==> config.mk <==
export PLATFORM = sky130hd
export DESIGN_NAME = buffer_uart_tx_flat
export DESIGN_NICKNAME = d
export VERILOG_FILES = /design/src/rtl/buffer_uart_tx_if.sv /design/src/rtl/buffer_uart_tx.sv /design/src/flat_wrapper.sv
export SDC_FILE = /design/constraint.sdc
export NUM_CORES = 1
export LEC_CHECK = 0
export CORE_ASPECT_RATIO = 0.6
export CORE_MARGIN = 2
export CORE_UTILIZATION = 48
export CTS_CLUSTER_SIZE = 40
export DETAILED_ROUTE_END_ITERATION = 10
export PLACE_DENSITY = 0.75
export SETUP_SLACK_MARGIN = 0.05
export SYNTH_ARGS = -nofsm -noshare
export SYNTH_HDL_FRONTEND = slang
export SYNTH_SLANG_ARGS = --single-unit
export TNS_END_PERCENT = 20
==> constraint.sdc <==
create_clock -name clk -period 2.56 [get_ports clk]
set_clock_uncertainty 0.1 [all_clocks]
set_input_delay 0.768 -clock clk [delete_from_list [all_inputs] [get_ports clk]]
set_output_delay 0.768 -clock clk [all_outputs]
set_load 0.03 [all_outputs]
==> src/rtl/buffer_uart_tx_if.sv <==
// rtl/buffer_uart_tx_if.sv - FIFO drain handshake between the word FIFO and buffer_uart_tx
//
// Signals:
//   word_in        FIFO data_out; stable while word_in_valid=1
//   word_in_valid  FIFO data_out_valid; a word is available
//   word_in_read   FIFO data_out_read; one-cycle pop strobe from the consumer
// Modports:
//   master  FIFO side (drives word and valid, receives the pop strobe)
//   slave   consumer side (buffer_uart_tx)

interface buffer_uart_tx_if #(
    parameter int DATA_WIDTH = 32
);
    logic [DATA_WIDTH-1:0] word_in;
    logic                  word_in_valid;
    logic                  word_in_read;

    modport master (
        output word_in,
        output word_in_valid,
        input  word_in_read
    );

    modport slave (
        input  word_in,
        input  word_in_valid,
        output word_in_read
    );
endinterface

==> src/rtl/buffer_uart_tx.sv <==
// rtl/buffer_uart_tx.sv - pops 32-bit FIFO words and serializes them as 8N1 UART bytes, MSB byte first
//
// Parameters:
//   DATA_WIDTH      word width, multiple of 8
//   CLKS_PER_BIT    clk cycles per UART bit, >= 2
// Ports:
//   clk   system clock, rising edge
//   rst   synchronous active-high reset
//   bus   slave side of buffer_uart_tx_if (word_in, word_in_valid in; word_in_read out)
//   tx    registered UART line, idles high
//   busy  high whenever a word is being sent

module buffer_uart_tx #(
    parameter  int DATA_WIDTH     = 32,
    parameter  int CLKS_PER_BIT   = 868,
    localparam int BYTES_PER_WORD = DATA_WIDTH / 8
) (
    input  logic              clk,
    input  logic              rst,
    buffer_uart_tx_if.slave   bus,
    output logic              tx,
    output logic              busy
);

    localparam int BAUD_W = (CLKS_PER_BIT > 1) ? $clog2(CLKS_PER_BIT) : 1;
    localparam int BYTE_W = (BYTES_PER_WORD > 1) ? $clog2(BYTES_PER_WORD) : 1;
    localparam logic [BAUD_W-1:0] BAUD_LAST = BAUD_W'(CLKS_PER_BIT - 1);
    localparam logic [BYTE_W-1:0] BYTE_LAST = BYTE_W'(BYTES_PER_WORD - 1);

    typedef enum logic [1:0] {
        S_IDLE,
        S_START,
        S_DATA,
        S_STOP
    } state_t;

    state_t                state_q, state_d;
    logic [DATA_WIDTH-1:0] shift_q, shift_d;
    logic [BAUD_W-1:0]     baud_q,  baud_d;
    logic [2:0]            bit_q,   bit_d;
    logic [BYTE_W-1:0]     byte_q,  byte_d;
    logic                  read_q,  read_d;
    logic                  tx_q,    tx_d;
    logic [7:0]            byte_sel_d;
    logic                  baud_done;

    assign baud_done = (baud_q == BAUD_LAST);

    always_ff @(posedge clk) begin
        if (rst) begin
            state_q <= S_IDLE;
            shift_q <= '0;
            baud_q  <= '0;
            bit_q   <= '0;
            byte_q  <= '0;
            read_q  <= 1'b0;
            tx_q    <= 1'b1;
        end else begin
            state_q <= state_d;
            shift_q <= shift_d;
            baud_q  <= baud_d;
            bit_q   <= bit_d;
            byte_q  <= byte_d;
            read_q  <= read_d;
            tx_q    <= tx_d;
        end
    end

    // Next-state logic. The pop strobe can only be raised from IDLE, and IDLE
    // is always left on the same edge, so it can never stay high two cycles.
    always_comb begin
        state_d = state_q;
        shift_d = shift_q;
        baud_d  = baud_q;
        bit_d   = bit_q;
        byte_d  = byte_q;
        read_d  = 1'b0;

        case (state_q)
            S_IDLE: begin
                if (bus.word_in_valid) begin
                    state_d = S_START;
                    shift_d = bus.word_in;
                    read_d  = 1'b1;
                    baud_d  = '0;
                    bit_d   = '0;
                    byte_d  = '0;
                end
            end
            S_START: begin
                if (baud_done) begin
                    baud_d  = '0;
                    bit_d   = '0;
                    state_d = S_DATA;
                end else begin
                    baud_d = baud_q + 1'b1;
                end
            end
            S_DATA: begin
                if (baud_done) begin
                    baud_d = '0;
                    if (bit_q == 3'd7) begin
                        state_d = S_STOP;
                    end else begin
                        bit_d = bit_q + 3'd1;
                    end
                end else begin
                    baud_d = baud_q + 1'b1;
                end
            end
            S_STOP: begin
                if (baud_done) begin
                    baud_d = '0;
                    if (byte_q != BYTE_LAST) begin
                        // Next byte of the same word follows with no idle gap.
                        shift_d = shift_q << 8;
                        byte_d  = byte_q + 1'b1;
                        bit_d   = '0;
                        state_d = S_START;
                    end else begin
                        state_d = S_IDLE;
                    end
                end else begin
                    baud_d = baud_q + 1'b1;
                end
            end
            default: begin
                state_d = S_IDLE;
            end
        endcase
    end

    // tx is registered: it is decoded from the next state so the line level
    // lines up with the state the FSM is entering.
    always_comb begin
        byte_sel_d = shift_d[DATA_WIDTH-1 -: 8];
        tx_d       = 1'b1;
        case (state_d)
            S_IDLE:  tx_d = 1'b1;
            S_START: tx_d = 1'b0;
            S_DATA:  tx_d = byte_sel_d[bit_d];
            S_STOP:  tx_d = 1'b1;
            default: tx_d = 1'b1;
        endcase
    end

    assign bus.word_in_read = read_q;
    assign tx               = tx_q;
    assign busy             = (state_q != S_IDLE);

endmodule

==> src/flat_wrapper.sv <==
// flat-port wrapper written by rule: the top's interface ports become plain ports
module buffer_uart_tx_flat 
#(
    parameter  int DATA_WIDTH     = 32,
    parameter  int CLKS_PER_BIT   = 868,
    localparam int BYTES_PER_WORD = DATA_WIDTH / 8
)
  (clk, rst, tx, busy, bus_word_in, bus_word_in_valid, bus_word_in_read);
  buffer_uart_tx_if #(.DATA_WIDTH(DATA_WIDTH)) bus_i ();
  input  logic clk;
  input  logic rst;
  output logic tx;
  output logic busy;
  input wire logic [$bits(bus_i.word_in)-1:0] bus_word_in;
  input wire logic [$bits(bus_i.word_in_valid)-1:0] bus_word_in_valid;
  output wire logic [$bits(bus_i.word_in_read)-1:0] bus_word_in_read;
  assign bus_i.word_in = bus_word_in;
  assign bus_i.word_in_valid = bus_word_in_valid;
  assign bus_word_in_read = bus_i.word_in_read;
  buffer_uart_tx #(.DATA_WIDTH(DATA_WIDTH), .CLKS_PER_BIT(CLKS_PER_BIT)) u_core (.clk(clk), .rst(rst), .bus(bus_i), .tx(tx), .busy(busy));
endmodule
==> metrics <==
status complete, but fails checks; violated checks negative setup slack; H-Tree Depth 2; RSZ-0062 raised after global routing true; Die H 60.4 um; io pins 38; VDD IR max 0.491 mV; mapped cell area about 2500 um2; post-placement cell count between 400 and 500; number of synthesized flops with an enable pin 0; initial antenna violation count 0; Skew-Pair Late Insertion Delay approximately 0.31 ns; r2r setup slk -0.01 ns; # hold bufs at CTS 0; Startpoint Class input port; ant diodes 0; Die Width roughly 98 um; asr flop ratio synth 0; Synth area leaders dfxtp_1 40%, nand2_1 7.2%, nor2_1 5.0%; drt wl/cell 15.4 um; WP data required roughly 2.7 ns; # port buffers 37; pin count of the biggest net entering global routing 29; first-pass GRT wire length ~10,000 um; share of post-route cells with drive strength above 1 0.242; drt total wl 6690 um; most frequent cells in the layout 49 x nand2_1, 43 x dfxtp_1, 37 x buf_4; min-delay worst type flip-flop to flip-flop; drt via density ~5.6; Tmin final roughly 2.6 ns; Max-cap violations 0; mux cell area share after synthesis 0.00787; post-route clock period utilization 1.01; synthesis-to-layout area growth 37.3%; Top Metal Used met4; critical path capture point type flip-flop; xor/xnor share of the synthesized area 0.0275; DRC viols 0; Routed Antenna Nets 0; via count around 2,400; detailed placement HPWL between 4000 and 5000 um; Pwr Density approximately 960 nW/um2; post-synthesis compound-gate area fraction 0.196; relative slew slack 0.684; Clk pin slew, worst setup/hold paths about 0.09 ns; cell count after synthesis 298; max incr delay on CP between 0.5 and 0.6 ns; Unique masters post-synth 60; Total GRT Usage 0.227; vias in the first global route about 2,100; total congestion overflow 0; Final WS setup -0.0232 ns; critical path type input port to flip-flop; Area after DPL 3240 um2; Max Slew Vio Count 0; Final Hold Viols 0; Std-Cell Rows 20; DR iter-0 viols roughly 170; fmax 387 MHz; Avg Cell Area, Syn roughly 8.5 um2; worst slack at placement -0.317 ns; Synth Register Bits 51; core area slightly above 5000 um2; Starting Density 0.501; CTS sink cnt 51; Multi-input gate area ~1500 um2; Fillers between 300 and 400; cts bufs inserted 5; CP cell instances clkdlybuf4s50_1 > or2b_2 > buf_4 > nand4_2 > a311oi_1 > a211oi_2 > a211oi_1 > o41ai_2; Worst EP arrival around 2.7 ns; DRT met1 WL 3350 um; Fin Hold WS between 0.3 and 0.4 ns; final instance area ~3500 um2; Synth Flop Type dfxtp_1; die area a little under 6000 um2; Synth Net Count between 300 and 400; Synth area leader dfxtp_1; endpoints failing setup 1; register area just over 1000 um2; largest family of logic cells by synthesized area simple AND/OR/NAND/NOR gates; clk root buf clkbuf_8; leak pwr around 1.3 nW; met2 wire len 2730 um; RePlAce Congestion 0.897; Least-Margin Pin Slew 0.475 ns; Simple-Gate Fraction of Synth Area 0.276; yosys warns 0; Synth top area share 0.401; final net count between 400 and 500; TritonCTS clock tree done; leading cell type in the layout, fill and taps excluded nand2_1; met3 WL ~520 um; final cell count without fillers ~430; Synth Area in Adders 0.0492; sequential area share after synthesis 0.401; drt first pass iters 9; Slowest-stage cell, CP clkdlybuf4s50_1; crit-path max FO 4; CTS max path bufs 2
-- per-layer routing --
| metal | global-route usage | up-vias |
|---|---|---|
| met4 | 0.0675 | 0 |
| met2 | 0.314 | 87 |
| met5 | 0 | - |
| met3 | 0.0507 | 9 |
| li1 | - | 1210 |
| met1 | 0.352 | 1131 |
-- critical path, delay by kind of cell --
kind	cells	cell delay, ns
AO/OA/AOI/OAI	4	0.87
buffers and inverters	2	0.67
AND/OR/NAND/NOR	2	0.36
-- layout make-up --
class / instances / share of cell area
clock buffers: 6 / 0.0208
inverters: 8 / 0.00860
multi-input cells: 223 / 0.437
repair buffers: 78 / 0.204
flip-flops and latches: 51 / 0.295
well taps: 66 / 0.0236
clock inverters: 2 / 0.0111
-- sequential cells by signal (all words and copies together), names as in the netlist --
name / cells
u_core.bit_q: 3
u_core.tx: 1
u_core.byte_q: 2
u_core.baud_q: 10
u_core.state_q: 2
u_core.bus.word_in_read: 1
u_core.shift_q: 32
-- cells by family after synthesis --
kind of cell | Yosys count
xor+xnor | 8
fa+ha+maj | 10
simple gates | 137
mux | 2
buf+inv | 24
flops | 51
compound gates | 66
-- stage by stage --
step,util,TNS [ns],power [mW]
after detailed placement,0.637,-0.317,2.63
after global placement,0.637,-0.243,2.59
after CTS,0.673,-0.0204,3.25
after global routing,0.687,-0.186,3.55
after floorplan,-,0,2.02
final,0.687,-0.0232,3.34
-- Yosys cell counts (2+ instances only) --
library cell,count
dfxtp_1,51
nand2_1,49
nor2_1,34
nand3_1,25
a31oi_1,17
a21oi_1,13
clkbuf_1,11
ha_1,10
inv_1,8
a222oi_1,6
a211oi_1,5
o21ai_0,5
xor2_1,5
nand4_1,4
xnor2_1,3
a21boi_0,2
a22o_1,2
a311oi_1,2
and3_1,2
buf_2,2
mux2i_1,2
nand2b_1,2
-- final timing paths --
kind | startpoint | endpoint | depth (start not counted)
setup reg to reg | u_core.baud_q[0] | u_core.tx | 9
setup / recovery | bus_word_in_valid | u_core.tx | 8
hold / removal | u_core.shift_q[6] | u_core.shift_q[6] | 2
hold reg to reg | u_core.shift_q[6] | u_core.shift_q[6] | 2
-- where the power goes --
group	total [mW]	leakage [nW]	internal [mW]	switching, mW
Clock	0.569	0.0558	0.296	0.274
Sequential	1.01	0.418	0.933	0.0803
Combinational	1.76	0.853	0.760	0.999
Total	3.34	1.33	1.99	1.35
-- repair_timing --
item / CTS / global route
gates resized for setup: 9 / 11
pin swaps: 11 / 10
buffers inserted: 4 / 2
endpoints found under the setup margin: 1 / 1
No activity file was read; power rests on OpenSTA's default activity.
